**src/rtl/tt_mux_pkg.sv**
```systemverilog
// tt_mux_pkg: sequencer state encoding and pad-bundle field positions shared by the project mux
package tt_mux_pkg;
  typedef enum logic [1:0] {IDLE, GUARD, RSTP, ACTIVE} state_e;
  localparam int IW_CLK     = 0;
  localparam int IW_RSTN    = 1;
  localparam int IW_UI_LSB  = 2;
  localparam int IW_UIO_LSB = 10;
  localparam int OW_UO_LSB  = 0;
  localparam int OW_UIO_LSB = 8;
  localparam int OW_OE_LSB  = 16;
endpackage

```
**src/rtl/tt_proj_mux_wrapper_if.sv**
```systemverilog
// tt_proj_mux_wrapper_if: slot-select valid/ready handshake
interface tt_proj_mux_wrapper_if #(
  parameter int SEL_W = 3
);
  logic             sel_valid;
  logic [SEL_W-1:0] sel_idx;
  logic             sel_ready;
  modport master (output sel_valid, sel_idx, input sel_ready);
  modport slave  (input sel_valid, sel_idx, output sel_ready);
endinterface

```
**src/rtl/tt_proj_mux_seq.sv**
```systemverilog
// tt_proj_mux_seq: select FSM walking IDLE -> GUARD -> RSTP -> ACTIVE with one shared down-counter
module tt_proj_mux_seq
  import tt_mux_pkg::*;
#(
  parameter int N_PROJ    = 4,
  parameter int GUARD_CYC = 4,
  parameter int RST_CYC   = 8,
  parameter int SEL_W     = $clog2(N_PROJ) + 1
) (
  input  logic             clk,
  input  logic             rst,
  input  logic             sel_valid_i,
  input  logic [SEL_W-1:0] sel_idx_i,
  output logic             sel_ready_o,
  output state_e           state_o,
  output state_e           state_d_o,
  output logic [SEL_W-1:0] target_o,
  output logic [SEL_W-1:0] target_d_o
);
  localparam int CNT_MAX = GUARD_CYC > RST_CYC ? GUARD_CYC : RST_CYC;
  localparam int CNT_W = CNT_MAX > 1 ? $clog2(CNT_MAX) : 1;
  localparam logic [SEL_W-1:0] NONE = '1;
  state_e           state_q, state_d;
  logic [SEL_W-1:0] target_q, target_d;
  logic [CNT_W-1:0] cnt_q, cnt_d;
  logic             accept, idx_ok, done;
  assign sel_ready_o = state_q == IDLE || state_q == ACTIVE;
  assign accept      = sel_valid_i && sel_ready_o;
  assign idx_ok      = sel_idx_i < SEL_W'(N_PROJ);
  assign done        = cnt_q == '0;
  // counter holds cycles remaining in the current timed state, reloaded on entry
  always_comb begin
    state_d  = state_q;
    target_d = target_q;
    cnt_d    = done ? cnt_q : cnt_q - 1'b1;
    unique case (state_q)
      IDLE: if (accept && idx_ok) begin
        state_d  = GUARD;
        target_d = sel_idx_i;
        cnt_d    = CNT_W'(GUARD_CYC - 1);
      end
      ACTIVE: if (accept) begin
        state_d  = GUARD;
        target_d = idx_ok ? sel_idx_i : NONE;
        cnt_d    = CNT_W'(GUARD_CYC - 1);
      end
      GUARD: if (done) begin
        state_d = target_q < SEL_W'(N_PROJ) ? RSTP : IDLE;
        cnt_d   = CNT_W'(RST_CYC - 1);
      end
      RSTP: if (done) state_d = ACTIVE;
      default: ;
    endcase
  end
  always_ff @(posedge clk or posedge rst) begin
    if (rst) begin
      state_q  <= IDLE;
      target_q <= NONE;
      cnt_q    <= '0;
    end else begin
      state_q  <= state_d;
      target_q <= target_d;
      cnt_q    <= cnt_d;
    end
  end
  assign state_o    = state_q;
  assign state_d_o  = state_d;
  assign target_o   = target_q;
  assign target_d_o = target_d;
endmodule

```
**src/rtl/tt_proj_mux_wrapper.sv**
```systemverilog
// tt_proj_mux_wrapper: shares one pad bundle among N_PROJ project slots with a guard gap
// and a clean reset pulse inserted on every switch.
module tt_proj_mux_wrapper
  import tt_mux_pkg::*;
#(
  parameter int N_PROJ    = 4,
  parameter int IW_W      = 18,
  parameter int OW_W      = 24,
  parameter int GUARD_CYC = 4,
  parameter int RST_CYC   = 8,
  parameter int SEL_W     = $clog2(N_PROJ) + 1
) (
  input  logic                   clk,
  input  logic                   rst,
  tt_proj_mux_wrapper_if.slave   sel,
  input  logic [IW_W-1:0]        pad_iw,
  output logic [OW_W-1:0]        pad_ow,
  output logic [N_PROJ-1:0]      proj_ena,
  output logic [IW_W-1:0]        proj_iw,
  input  logic [N_PROJ*OW_W-1:0] proj_ow,
  output logic                   active,
  output logic [SEL_W-1:0]       active_idx
);
  state_e                state_q, state_d;
  logic [SEL_W-1:0]      target_q, target_d;
  logic [OW_W-1:0]       slot_ow, pad_ow_q, pad_ow_d;
  logic [N_PROJ-1:0]     proj_ena_q, proj_ena_d;
  logic                  active_q, active_d;
  tt_proj_mux_seq #(
    .N_PROJ(N_PROJ), .GUARD_CYC(GUARD_CYC), .RST_CYC(RST_CYC), .SEL_W(SEL_W)
  ) u_seq (
    .clk(clk),
    .rst(rst),
    .sel_valid_i(sel.sel_valid),
    .sel_idx_i(sel.sel_idx),
    .sel_ready_o(sel.sel_ready),
    .state_o(state_q),
    .state_d_o(state_d),
    .target_o(target_q),
    .target_d_o(target_d)
  );
  always_comb begin
    slot_ow = '0;
    for (int k = 0; k < N_PROJ; k++)
      slot_ow = target_q == SEL_W'(k) ? proj_ow[k*OW_W +: OW_W] : slot_ow;
  end
  // pads only carry slot data while ACTIVE both before and after the edge, so the
  // first ACTIVE cycle and the first cycle after a switch request both read 0
  assign pad_ow_d   = state_q == ACTIVE && state_d == ACTIVE ? slot_ow : '0;
  assign proj_ena_d = state_d == RSTP || state_d == ACTIVE ? N_PROJ'(1) << target_d : '0;
  assign active_d   = state_d == ACTIVE;
  always_ff @(posedge clk or posedge rst) begin
    if (rst) begin
      pad_ow_q   <= '0;
      proj_ena_q <= '0;
      active_q   <= 1'b0;
    end else begin
      pad_ow_q   <= pad_ow_d;
      proj_ena_q <= proj_ena_d;
      active_q   <= active_d;
    end
  end
  always_comb begin
    proj_iw          = pad_iw;
    proj_iw[IW_RSTN] = pad_iw[IW_RSTN] && state_q != RSTP;
  end
  assign pad_ow     = pad_ow_q;
  assign proj_ena   = proj_ena_q;
  assign active     = active_q;
  assign active_idx = target_q;
endmodule
```
**src/flat_wrapper.sv**
```systemverilog
// flat-port wrapper written by rule: the top's interface ports become plain ports
module tt_proj_mux_wrapper_flat import tt_mux_pkg::*;
#(
  parameter int N_PROJ    = 4,
  parameter int IW_W      = 18,
  parameter int OW_W      = 24,
  parameter int GUARD_CYC = 4,
  parameter int RST_CYC   = 8,
  parameter int SEL_W     = $clog2(N_PROJ) + 1
)
  (clk, rst, pad_iw, pad_ow, proj_ena, proj_iw, proj_ow, active, active_idx, sel_sel_valid, sel_sel_idx, sel_sel_ready);
  tt_proj_mux_wrapper_if #(.SEL_W(SEL_W)) sel_i ();
  input  logic clk;
  input  logic rst;
  input  logic [IW_W-1:0] pad_iw;
  output logic [OW_W-1:0] pad_ow;
  output logic [N_PROJ-1:0] proj_ena;
  output logic [IW_W-1:0] proj_iw;
  input  logic [N_PROJ*OW_W-1:0] proj_ow;
  output logic active;
  output logic [SEL_W-1:0] active_idx;
  input wire logic [$bits(sel_i.sel_valid)-1:0] sel_sel_valid;
  input wire logic [$bits(sel_i.sel_idx)-1:0] sel_sel_idx;
  output wire logic [$bits(sel_i.sel_ready)-1:0] sel_sel_ready;
  assign sel_i.sel_valid = sel_sel_valid;
  assign sel_i.sel_idx = sel_sel_idx;
  assign sel_sel_ready = sel_i.sel_ready;
  tt_proj_mux_wrapper #(.N_PROJ(N_PROJ), .IW_W(IW_W), .OW_W(OW_W), .GUARD_CYC(GUARD_CYC), .RST_CYC(RST_CYC), .SEL_W(SEL_W)) u_core (.clk(clk), .rst(rst), .sel(sel_i), .pad_iw(pad_iw), .pad_ow(pad_ow), .proj_ena(proj_ena), .proj_iw(proj_iw), .proj_ow(proj_ow), .active(active), .active_idx(active_idx));
endmodule
```
**config.mk**
```make
export PLATFORM = sky130hd
export DESIGN_NAME = tt_proj_mux_wrapper_flat
export DESIGN_NICKNAME = d
export VERILOG_FILES = /design/src/rtl/tt_mux_pkg.sv /design/src/rtl/tt_proj_mux_wrapper_if.sv /design/src/rtl/tt_proj_mux_seq.sv /design/src/rtl/tt_proj_mux_wrapper.sv /design/src/flat_wrapper.sv
export SDC_FILE = /design/constraint.sdc
export NUM_CORES = 1
export LEC_CHECK = 0
export BUFFER_PORTS_ARGS = -buffer_cell sky130_fd_sc_hd__buf_2
export CAP_MARGIN = 10
export CORE_MARGIN = 2
export CORE_UTILIZATION = 35
export CTS_BUF_LIST = sky130_fd_sc_hd__clkbuf_4 sky130_fd_sc_hd__clkbuf_8 sky130_fd_sc_hd__clkbuf_16
export DETAILED_ROUTE_END_ITERATION = 8
export HOLD_SLACK_MARGIN = 0.02
export PLACE_DENSITY = 0.7
export SLEW_MARGIN = 20
export SYNTH_ARGS = -nofsm -noshare
export SYNTH_HDL_FRONTEND = slang
export SYNTH_HIERARCHICAL = 1
export SYNTH_SLANG_ARGS = --single-unit
```
**constraint.sdc**
```tcl
create_clock -name clk -period 5.95 [get_ports clk]
set_input_delay 0.2975 -clock clk [delete_from_list [all_inputs] [get_ports clk]]
set_output_delay 0.2975 -clock clk [all_outputs]
set_load 0.02 [all_outputs]
```
Word level (Yosys, flattened, before mapping)
Cells that the tools add are included.
W data, S select, Z words.

cells by class
  reductions and logical operators = 9
  mux-type cells = 21
  shift operators = 1
  $add $sub $neg = 1
  equal/unequal tests = 9
  magnitude comparators = 2

operators with widths
  operator               number
  $mux W24               5
  $mux W3                7
  $mux W2                5
  $pmux W3 S3            1
  $eq A2 B2 Y1 const B   4
  $pmux W2 S4            1
  $eq A3 B2 Y1 const B   2
  $logic_not A3 Y1       2
  $lt A3 B3 Y1 const B   2
  $pmux W3 S2            1
  $logic_and A1 B1 Y1    4
  $mux W4                1
  $shl A1 B3 Y4 const A  1
  $eq A3 B1 Y1 const B   1
  $sub A3 B1 Y3 const B  1
  $eq A2 B1 Y1 const B   1
  $logic_not A2 Y1       1
  $logic_or A1 B1 Y1     2
  $ne A2 B2 Y1 const B   1

word-level totals
  word-level logic and storage cells = 49
  flip-flop bits (word level) = 37
  output and inout port bits = 51

Depth between registers and ports, before layout
  depth in word-level cells = 9
  depth in mapped cells = 10
  gate-level depth less buffers = 8

Modules after synthesis
Netlist, hierarchy kept.

modules (own cells, without submodules)
  module               instances  area an instance (um^2)  cells each
  tt_proj_mux_wrapper  1          1,811.7                  166
  tt_proj_mux_seq      1          589.3                    64

Least setup slack after synthesis
No wires, ideal clock.

  kind = register to register
  start = register u_core.u_seq.state_q[1], in the netlist u_core/u_seq/state_o[1]
  end = register u_core.pad_ow_q[13], in the netlist u_core/pad_ow[13]
  setup slack = 3.594 ns
  library setup time = 0.086 ns
  arrival time = 2.270 ns
  data required time = 5.864 ns
  cell stages (with the launch flop) = 10
  cell sequence = dfrtp_1 > inv_1 > ha_1 > and2b_2 > nand3b_1 > a32oi_1 > and2_4 > nand4b_4 > buf_4 > nor3_1

on the way
  cells in the longest elaborated chain, start to end = 9

ends and longest elaborated chain
  item                                              RTL line                                      text
  start: declaration                                tt_proj_mux_seq.sv:23                         state_e state_q, state_d;
  start signal: assignment                          tt_proj_mux_seq.sv:61                         state_q <= state_d;
  $eq A2 B2 Y1 or $logic_not A2 Y1 (tied branches)  tt_proj_mux_seq.sv:27, tt_proj_mux_seq.sv:36
  $logic_or A1 B1 Y1                                tt_proj_mux_seq.sv:27                         assign sel_ready_o = state_q == IDLE || state_q == ACTIVE;
  $logic_and A1 B1 Y1                               tt_proj_mux_seq.sv:28                         assign accept = sel_valid_i && sel_ready_o;
  $logic_and A1 B1 Y1                               tt_proj_mux_seq.sv:37                         IDLE: if (accept && idx_ok) begin
  $mux W2                                           tt_proj_mux_seq.sv:37
  $pmux W2 S4 (*)                                   tt_proj_mux_seq.sv:36                         unique case (state_q)
  named net u_core.state_d[1]                       tt_proj_mux_wrapper.sv:24                     state_e state_q, state_d;
  $eq A2 B2 Y1 (*)                                  --
  named net u_core.active_d                         tt_proj_mux_wrapper.sv:28                     logic active_q, active_d;
  $logic_and A1 B1 Y1 (*)                           tt_proj_mux_wrapper.sv:49                     assign pad_ow_d = state_q == ACTIVE && state_d == ACTIVE ? slot_ow : '0;
  $mux W24 (*)                                      tt_proj_mux_wrapper.sv:49
  named net u_core.pad_ow_d[13]                     tt_proj_mux_wrapper.sv:26                     logic [OW_W-1:0] slot_ow, pad_ow_q, pad_ow_d;
  end signal: assignment                            tt_proj_mux_wrapper.sv:58                     pad_ow_q <= pad_ow_d;
  end: declaration                                  tt_proj_mux_wrapper.sv:26

Mark *: on every way through the listed nets, which the timed path passes. The rest lies on a longest branch.

Worst setup path in the final report
  start = register u_core.u_seq.state_q[1], in the netlist u_core/u_seq/state_o[1]
  end = register u_core.pad_ow_q[0], in the netlist u_core/pad_ow[0]

The elaborated chain is that of the path after synthesis.

==> results_dict.tcl <==
set metrics [dict create \
    ant_nets 0 \
    wl_per_cell_um 15.1 \
    tightest_slew_ns 0.788 \
    drt-initial-drc-count 66 \
    cts-root-buf "clkbuf_8" \
    rsz0062_at_grt "false" \
    fin_nets 469 \
    grt_max_degree 30 \
    p_per_area_nw_per_um2 440 \
    clock_path_buffers 2 \
    path_class "register to register" \
    cp_max_fo 24 \
    cts_buffers 5 \
    vias_per_cell 4.97 \
    critical_path.slowest_cell "dfrtp_1" \
    clock_skew_ns 0.00372 \
    netlist_area_um2 2400 \
    syn-num-nets 357 \
    post_cts_buffers 0 \
    floorplan.initialDensity_pct 35.7 \
    dpl.cell_count 414 \
    hold_viol_final 0 \
    dp_hpwl_um 4880 \
    yosys.cell_types.count 43 \
    cts_htree_levels 2 \
    synthFlopType "dfrtp_1" \
    synth_top_area_share_pct 35.4 \
    die_w_um 86.8 \
    crit_arrival_ns 3.04 \
    drive_gt1_share_pct 53.4 \
    fin_crit_sh_pct 48.1 \
    vias 2103 \
    syn_area_per_cell_um2 10.4 \
    nFillCells 650 \
    power_leakage_nw 1.63 \
    slew_violations 0 \
    antenna_found_initial 0 \
    synthTopCellsByArea "dfrtp_1 (35%), mux2_2 (6.6%), o22ai_1 (6.5%)" \
    rows 30 \
    relSlewSlack_pct 47.5 \
    critPathLaunchType "register" \
    drc 0 \
    num_antenna_cells 0 \
    grt_pass1_vias 2096 \
    setup_viol 0 \
    grt-ovfl-total 0 \
    clock.fmax_mhz 350 \
    yosysMostFrequentCell "dfrtp_1" \
    core_um2 6720 \
    fin_crit_ns 2.86 \
    io_pins 171 \
    path_cells "inv_1 -> ha_1 -> and2b_2 -> nand3b_1 -> a32oi_1 -> and2_4 -> nand4b_4 -> nor3_1" \
    ir_drop_mv 0.211 \
    dieArea_um2 7540 \
    maxCapViolations 0 \
    syn_inst 230 \
    stdcell_count 423 \
    yosys-top-cells-count "dfrtp_1 (34), nor2_1 (27), o22ai_1 (25)" \
    synth-seq-cells 37 \
    synthArstFlopShare_pct 100 \
    yosysWarnings 6 \
    cts_sinks 37 \
    cts_tree "yes" \
    status "finished, final reports clean" \
    area_growth_pct 25.7 \
    place_congestion 0.796 \
    yosysTopAreaCell "dfrtp_1" \
    grt_pass1_wl_um 9590 \
    slowest_delay_ns 0.53 \
    clk_pin_slew_ns 0.07 \
    die_h_um 86.8 \
    drtPass1Iterations 4 \
    io_buffers 136 \
    clock_latency_ns 0.28 \
    hold_class "input port to register" \
    end_kind "register" \
    track_usage_pct 16.3 \
    synth_edf_count 0 \
    wl_um 6390 \
    seq_area_frac_synth_pct 38.7 \
    totalNegativeSetupSlack_ns 0 \
    required_ns 6.13 \
]
==> layer usage <==
| layer | part of all wire (%) | vias to the layer above | wire length [um] | global-route usage [%] |
|---|---|---|---|---|
| met2 | 49 | 104 | 3120 | 28.5 |
| li1 | - | 1024 | - | - |
| met4 | 3.0 | 0 | 191 | 8.52 |
| met1 | 40 | 957 | 2560 | 18.0 |
| met3 | 8.1 | 18 | 516 | 4.38 |
| met5 | 0 | - | 0 | 0 |
==> flip-flops by register name (all words and copies together) (netlist names) <==
name,cells
u_core/u_seq/target_o,3
u_core/active,1
u_core/u_seq/cnt_q,3
u_core/proj_ena,4
u_core/pad_ow,24
u_core/u_seq/state_o,2
==> through the flow <==
step,worst slack [ns],cell area (um2),total power [mW],hold WS (ns),util (%)
finish,3.09,3020,1.33,0.269,44.9
global route,2.89,3020,1.42,0.274,44.9
CTS,3.11,3020,1.34,0.264,44.9
detailed placement,3.12,2890,1.11,0.261,43.0
global placement,3.27,2890,1.08,0.256,43.0
floorplan,3.59,2400,0.998,0.111,-
==> worst max-delay path: cells and delay by family (launching register included) <==
| kind | cells | cell delay, ns |
|---|---|---|
| buffers and inverters | 1 | 0.12 |
| adders and majority gates | 1 | 0.37 |
| AOI/OAI and AO/OA | 1 | 0.40 |
| DFF | 1 | 0.53 |
| and+or+nand+nor | 5 | 1.34 |
==> layout by cell type (no fill, tap or decap), types with 2 or more instances in the layout <==
master / Yosys / final
nor3_2: 3 / 3
mux2_4: 10 / 10
nor3_1: 24 / 24
inv_1: 11 / 10
nor2_1: 27 / 27
buf_2: 3 / 136
a211oi_1: 2 / 2
nand2_1: 2 / 2
dfrtp_1: 34 / 34
o22ai_1: 25 / 25
a21oi_1: 6 / 6
ha_1: 7 / 7
nor2b_1: 3 / 3
nand2b_1: 2 / 2
clkbuf_8: 0 / 6
mux2_2: 14 / 14
nor4b_1: 2 / 2
nor4bb_1: 3 / 3
dfstp_2: 3 / 3
==> layout make-up <==
type                       count  area, um2  share of cell area, %
clock inverter                 1       30.0                  0.995
clock buffer                   7       90.1                   2.98
multi-input combinational    150       1140                   37.7
timing repair buffer         137        691                   22.9
sequential                    37        930                   30.8
inverter                      11       41.3                   1.37
tap                           80        100                   3.32
==> path summary, 6_finish.rpt <==
check,start,to,slack (ns),cells past startpoint
max in group asynchronous,rst,u_core/proj_ena[0]$_DFF_PP0_,4.92,3
setup / recovery,u_core/u_seq/state_o[1]$_DFF_PP0_,u_core/pad_ow[0]$_DFF_PP0_,3.09,8
hold reg to reg,u_core/u_seq/cnt_q[2]$_DFF_PP0_,u_core/u_seq/cnt_q[2]$_DFF_PP0_,0.56,1
setup reg to reg,u_core/u_seq/state_o[1]$_DFF_PP0_,u_core/pad_ow[0]$_DFF_PP0_,3.09,8
hold / removal,proj_ow[92],u_core/pad_ow[20]$_DFF_PP0_,0.27,3
min in group asynchronous,rst,u_core/u_seq/cnt_q[0]$_DFF_PP0_,0.50,3
==> timing repair <==
item / 4_1_cts / 5_1_grt
hold buffers: 1 / 0
endpoints found under the hold margin: 5 / 0
gates resized for setup: 0 / 0
==> power breakdown <==
part | leakage, nW | internal, mW | switching (mW)
logic | 1.08 | 0.312 | 0.369
clock network | 0.0619 | 0.141 | 0.0844
registers | 0.492 | 0.326 | 0.0973
total | 1.63 | 0.780 | 0.550
==> cells by family (layout without fill, tap and decap cells) <==
kind of cell | count (synthesis) | after routing | synth area share [%]
adder cells (fa/ha/maj) | 7 | 7 | 3.65
flip-flops | 37 | 37 | 38.7
multiplexers | 24 | 24 | 12.8
buffers and inverters | 43 | 156 | 13.9
AND/OR/NAND/NOR | 77 | 77 | 19.5
AO/OA/AOI/OAI | 42 | 42 | 11.4
Power figures use the tool's default switching activity.
